`src/rtl/seven_seg_scanner.sv`:
```
// Time-multiplexed 7-segment driver: scans NUM_DIGITS digits from a per-frame snapshot,
// with anti-ghost blanking at the start of each slot, per-digit blink and a frame_start strobe.
module seven_seg_scanner #(
    parameter int NUM_DIGITS   = 4,
    parameter int DISP_WIDTH   = 8,
    parameter int SCAN_DIV     = 12500,
    parameter int BLANK_CYCLES = 250,
    parameter int BLINK_FRAMES = 250
) (
    input  logic                    clk,
    input  logic                    rst_n,
    input  logic [5*NUM_DIGITS-1:0] codes,
    input  logic [NUM_DIGITS-1:0]   dp,
    input  logic [NUM_DIGITS-1:0]   blink,
    input  logic                    mask_mode,
    output logic [DISP_WIDTH-1:0]   disps,
    output logic [7:0]              digital_leds,
    output logic                    frame_start
);

    localparam int CNT_W = $clog2(SCAN_DIV);
    localparam int POS_W = (NUM_DIGITS > 1) ? $clog2(NUM_DIGITS) : 1;
    localparam int FRM_W = $clog2(BLINK_FRAMES + 1);

    localparam logic [CNT_W-1:0] CNT_LAST  = CNT_W'(SCAN_DIV - 1);
    localparam logic [CNT_W-1:0] BLANK_END = CNT_W'(BLANK_CYCLES);
    localparam logic [POS_W-1:0] POS_LAST  = POS_W'(NUM_DIGITS - 1);
    localparam logic [FRM_W-1:0] FRM_LAST  = FRM_W'(BLINK_FRAMES - 1);

    logic [CNT_W-1:0]                r_cnt;
    logic [POS_W-1:0]                r_pos;
    logic [FRM_W-1:0]                r_frameCnt;
    logic                            r_phase;
    logic [NUM_DIGITS-1:0][4:0]      r_snapCodes;
    logic [NUM_DIGITS-1:0]           r_snapDp;
    logic [NUM_DIGITS-1:0]           r_snapBlink;
    logic                            r_snapMask;
    logic [DISP_WIDTH-1:0]           r_disps;
    logic [7:0]                      r_leds;
    logic                            r_frameStart;

    logic                            w_slotEnd;
    logic                            w_frameEnd;
    logic [4:0]                      w_code;
    logic                            w_digitOff;
    logic [6:0]                      w_glyph;
    logic [DISP_WIDTH-1:0]           w_nextDisps;
    logic [7:0]                      w_nextLeds;

    function automatic logic [6:0] hexGlyph(input logic [3:0] value);
        case (value)
            4'h0:    hexGlyph = 7'h3f;
            4'h1:    hexGlyph = 7'h06;
            4'h2:    hexGlyph = 7'h5b;
            4'h3:    hexGlyph = 7'h4f;
            4'h4:    hexGlyph = 7'h66;
            4'h5:    hexGlyph = 7'h6d;
            4'h6:    hexGlyph = 7'h7d;
            4'h7:    hexGlyph = 7'h07;
            4'h8:    hexGlyph = 7'h7f;
            4'h9:    hexGlyph = 7'h6f;
            4'ha:    hexGlyph = 7'h77;
            4'hb:    hexGlyph = 7'h7c;
            4'hc:    hexGlyph = 7'h39;
            4'hd:    hexGlyph = 7'h5e;
            4'he:    hexGlyph = 7'h79;
            default: hexGlyph = 7'h71;
        endcase
    endfunction

    // Decode works purely from registered state so the outputs lag it by exactly one cycle.
    always_comb begin
        w_slotEnd   = (r_cnt == CNT_LAST);
        w_frameEnd  = w_slotEnd && (r_pos == POS_LAST);
        w_code      = r_snapCodes[r_pos];
        w_digitOff  = (r_cnt < BLANK_END) || w_code[4] || (r_snapBlink[r_pos] && r_phase);
        w_glyph     = r_snapMask ? 7'h40 : hexGlyph(w_code[3:0]);
        w_nextDisps = '1;
        w_nextLeds  = '0;
        if (!w_digitOff) begin
            w_nextDisps = ~(DISP_WIDTH'(1) << r_pos);
            w_nextLeds  = {r_snapDp[r_pos], w_glyph};
        end
    end

    always_ff @(posedge clk) begin
        if (!rst_n) begin
            r_cnt        <= '0;
            r_pos        <= '0;
            r_frameCnt   <= '0;
            r_phase      <= 1'b0;
            r_snapCodes  <= {NUM_DIGITS{5'h10}};
            r_snapDp     <= '0;
            r_snapBlink  <= '0;
            r_snapMask   <= 1'b0;
            r_disps      <= '1;
            r_leds       <= '0;
            r_frameStart <= 1'b0;
        end else begin
            if (w_slotEnd) begin
                r_cnt <= '0;
                r_pos <= (r_pos == POS_LAST) ? '0 : r_pos + 1'b1;
            end else begin
                r_cnt <= r_cnt + 1'b1;
            end

            // Inputs are captured only here, so a frame never mixes old and new digits.
            if (w_frameEnd) begin
                r_snapCodes <= codes;
                r_snapDp    <= dp;
                r_snapBlink <= blink;
                r_snapMask  <= mask_mode;
                if (r_frameCnt == FRM_LAST) begin
                    r_frameCnt <= '0;
                    r_phase    <= ~r_phase;
                end else begin
                    r_frameCnt <= r_frameCnt + 1'b1;
                end
            end

            r_frameStart <= w_frameEnd;
            r_disps      <= w_nextDisps;
            r_leds       <= w_nextLeds;
        end
    end

    assign disps        = r_disps;
    assign digital_leds = r_leds;
    assign frame_start  = r_frameStart;

endmodule

```
`config.mk`:
```
export PLATFORM = sky130hd
export DESIGN_NAME = seven_seg_scanner
export DESIGN_NICKNAME = d
export VERILOG_FILES = /design/src/rtl/seven_seg_scanner.sv
export SDC_FILE = /design/constraint.sdc
export NUM_CORES = 1
export LEC_CHECK = 0
export CAP_MARGIN = 20
export CORE_ASPECT_RATIO = 1.25
export CORE_MARGIN = 2
export CORE_UTILIZATION = 55
export CTS_CLUSTER_DIAMETER = 100
export DETAILED_ROUTE_END_ITERATION = 8
export PLACE_DENSITY = 0.92
export SKIP_LAST_GASP = 1
export SLEW_MARGIN = 10
export SYNTH_ARGS = -nofsm -noshare
export SYNTH_HDL_FRONTEND = slang
export SYNTH_SLANG_ARGS = --single-unit
```
`constraint.sdc`:
```
create_clock -name clk -period 7 [get_ports clk]
set_clock_uncertainty 0.2 [all_clocks]
set_input_delay 1.75 -clock clk [delete_from_list [all_inputs] [get_ports clk]]
set_output_delay 1.75 -clock clk [all_outputs]
set_load 0.02 [all_outputs]
```
==> summary.md <==
| Metric | Value |
|---|---|
| Post-DRT Antenna Nets | `0` |
| Post-CTS setup repair buffer count | `0` |
| # clock sinks | `67` |
| Final setup viols | `0` |
| Met3 Usage GRT | `5.30%` |
| Least-Margin Pin Slew | `0.979 ns` |
| Net Sw Power | `153 uW` |
| Clock Latency Late Sink | `0.35 ns` |
| Layout cells sized above 1 | `~6.4%` |
| Hold WC Path Type | `reg -> reg` |
| Full die area | `0.00644 mm2` |
| Gate power share | `about 3.5%` |
| Pleak | `approximately 0.0013 uW` |
| CTS root buffer | `clkbuf_8` |
| Num CTS Buffers | `9` |
| Nets | `431` |
| Worst setup SP type | `input port` |
| GRT Residual Overflow | `0` |
| Core Box Area | `0.00570 mm2` |
| DR WL/cell | `between 15 and 20 um` |
| Row count | `31` |
| Yosys warns | `0` |
| First-pass iteration count of the detailed router | `5` |
| Seq/Total Area, Yosys | `42.0%` |
| Post-cts hold buffer count | `0` |
| I/O pins | `48` |
| Antenna cells | `0` |
| Crit path cell chain | `clkdlybuf4s50_1, clkinv_1, nor2_1, nand4_1, a2111oi_0` |
| Status | `complete, no violations` |
| PwrDens | `between 150 and 200 mW/mm2` |
| Synth top area cells | `dfxtp_1 (42%), nand3_1 (5.9%), ha_1 (5.5%)` |
| Hpwl dp | `4570 um` |
| Worst stage delay on the critical path | `0.92 ns` |
| Slew Limit Fails | `0` |
| Slew margin rel. | `34.7%` |
| Yosys top cell area share | `42.0%` |
| F_max | `216 MHz` |
| Final WS setup | `2.37 ns` |
| Synth area leader | `dfxtp_1` |
| Initial Utilization | `56.1%` |
| CP arrival | `4.64 ns` |
| Die Span X | `72.2 um` |
| Cells after synthesis | `359` |
| CTS H-tree lvls | `3` |
| Ys async rst share | `0%` |
| Vias per cell | `6.09` |
| Via Count | `2771` |
| CP top delay family | `buffers and inverters` |
| Routing usage on met1 | `27.5%` |
| Max_cap viols | `0` |
| Die height | `89.2 um` |
| Utilization after layout | `around two thirds` |
| Crit path max fanout | `35` |
| Critical path endpoint category | `register` |
| Setup TNS | `0 ns` |
| Slowest CP cell | `clkinv_1` |
| Post-synth EDFFs | `0` |
| Global placer's final weighted congestion | `0.855` |
| Maximum clock path buffer count | `2` |
| Setup WS pre-CTS | `2.17 ns` |
| Resized Gates After CTS | `0` |
| WS Path Type | `in -> reg` |
| Sequential Power Share | `between 50% and 60%` |
| Yosys reg bits | `67` |
| CTS tree | `done` |
| Switching Share | `19.9%` |
| Largest net degree at the start of global routing | `43` |
| Internal power | `615 uW` |
| Drc violations | `0` |
| First DRT Iteration DRCs | `around 200` |
| Critical path buffers and inverters | `2` |
| Initial antenna violation count | `0` |
| RSZ-0062 raised after global routing | `no` |
| Primary FF master, synth | `dfxtp_1` |
| Clock transition at path regs | `0.07 ns` |
| Synth cell types | `48` |
| Routing usage on met2 | `37.9%` |
| Mapped cell area | `between 0.003 and 0.004 mm2` |
| Final Hold Viols | `0` |
| Tmin final | `4.63 ns` |
| VDD IR-drop max | `slightly above 0.0001 V` |
| Syn_area_per_cell | `8.90 um2` |
| First-pass GRT wire length | `11400 um` |
| Number of global-route vias before repair | `2523` |
| Area Overhead vs Synth | `20.5%` |
| Critical Path RT | `about 7.0 ns` |
| Final wirelength | `slightly above 7000 um` |
| Period utilization | `66.2%` |
| Clk network pwr share | `46.4%` |
| R2r setup slk | `about 4.1 ns` |
| IO buf count | `43` |
| Tot GR Track Use | `22.8%` |
| Global route hottest layer | `met2` |
[final timing paths]
path	startpoint	end	depth (start not counted)
worst max-delay path	rst_n	digital_leds[0]$_SDFF_PP0_	5
worst min-delay path	r_cnt[0]$_SDFF_PP0_	r_cnt[0]$_SDFF_PP0_	1
worst max register to register	r_pos[0]$_SDFFE_PN0N_	r_phase$_SDFFE_PN0P_	4
worst min register to register	r_cnt[0]$_SDFF_PP0_	r_cnt[0]$_SDFF_PP0_	1
[per-layer routing]
layer,wire [um],share of wire (%),up-vias
met2,3720,51,119
met3,430,5.9,15
li1,-,-,1345
met5,0,0,-
met4,154,2.1,0
met1,2960,41,1292
[cell families (layout without fill, tap and decap cells)]
| group | count (synthesis) | after routing | synth area share, % |
|---|---|---|---|
| and+or+nand+nor | 116 | 116 | 19.5 |
| AOI/OAI and AO/OA | 93 | 93 | 17.7 |
| DFF | 67 | 67 | 42.0 |
| buffers and inverters | 43 | 70 | 5.68 |
| xor gates and xnor gates | 16 | 16 | 4.38 |
| adders and majority gates | 14 | 14 | 5.48 |
| muxes | 9 | 9 | 5.17 |
| other | 1 | 4 | 0.117 |
[registers in the layout (all words and copies together), names as in the netlist]
signal and flops:
digital_leds 8, disps 4, frame_start 1, r_cnt 14, r_frameCnt 8, r_phase 1
r_pos 2, r_snapBlink 4, r_snapCodes 20, r_snapDp 4, r_snapMask 1
[synth_stat cells, types with 2 or more instances]
cell type	instances
dfxtp_1	67
nand3_1	38
a21oi_1	33
o21ai_0	31
clkbuf_1	25
nor2_1	21
nand2_1	18
ha_1	14
inv_1	9
xor2_1	9
nand4_1	7
xnor2_1	7
mux4_2	6
and2_1	5
and4_1	5
a211oi_1	4
and3_1	4
buf_2	4
buf_4	4
o311ai_0	4
a211o_1	3
mux2i_1	3
nand3b_1	3
nand4b_1	3
nor2b_1	3
o31ai_1	3
a32o_1	2
nor3_1	2
o21a_1	2
or4_1	2
[cells in the final DEF, fill, tap and decap left out, types with 4 or more instances in the layout]
cell type	synthesis	layout
mux4_2	6	6
and2_1	5	5
and3_1	4	4
inv_1	9	9
xnor2_1	7	7
and4_1	5	5
nand2_1	18	18
dfxtp_1	67	67
clkbuf_8	0	11
a211oi_1	4	4
ha_1	14	14
nand4_1	7	7
nor2_1	21	21
xor2_1	9	9
conb_1	1	4
o21ai_0	31	31
clkdlybuf4s50_1	0	43
o311ai_0	4	4
nand3_1	38	38
a21oi_1	33	33
[metrics by stage]
| stage | area (um2) | std cells | hold WS (ns) | total power (uW) |
|---|---|---|---|---|
| after detailed placement | 3590 | 439 | 0.249 | 419 |
| final | 3850 | 455 | 0.262 | 768 |
| after CTS | 3810 | 453 | 0.265 | 767 |
| after floorplan | 3210 | 362 | 0.226 | 403 |
| after global routing | 3850 | 455 | 0.282 | 789 |
| after global placement | 3590 | 439 | 0.240 | 419 |
[power groups by stage]
stage / Clock, uW / Sequential, uW / Combinational [uW]
2_1_floorplan: 0 / 392 / 10.7
4_1_cts: 356 / 384 / 26.8
5_1_grt: 375 / 384 / 29.5
3_3_place_gp: 0 / 393 / 26.3
6_report: 357 / 384 / 27.1
3_5_place_dp: 0 / 393 / 26.6
[cell type report]
cell class              count  area, um2
clock inverters             2       60.1
flip-flops and latches     67       1340
repair buffers             46        480
multi-input cells         252       1690
inverters                  10       37.5
clock buffers              12        155
well taps                  66       82.6
fillers                   440       1850
No activity file was read; power rests on OpenSTA's default activity.
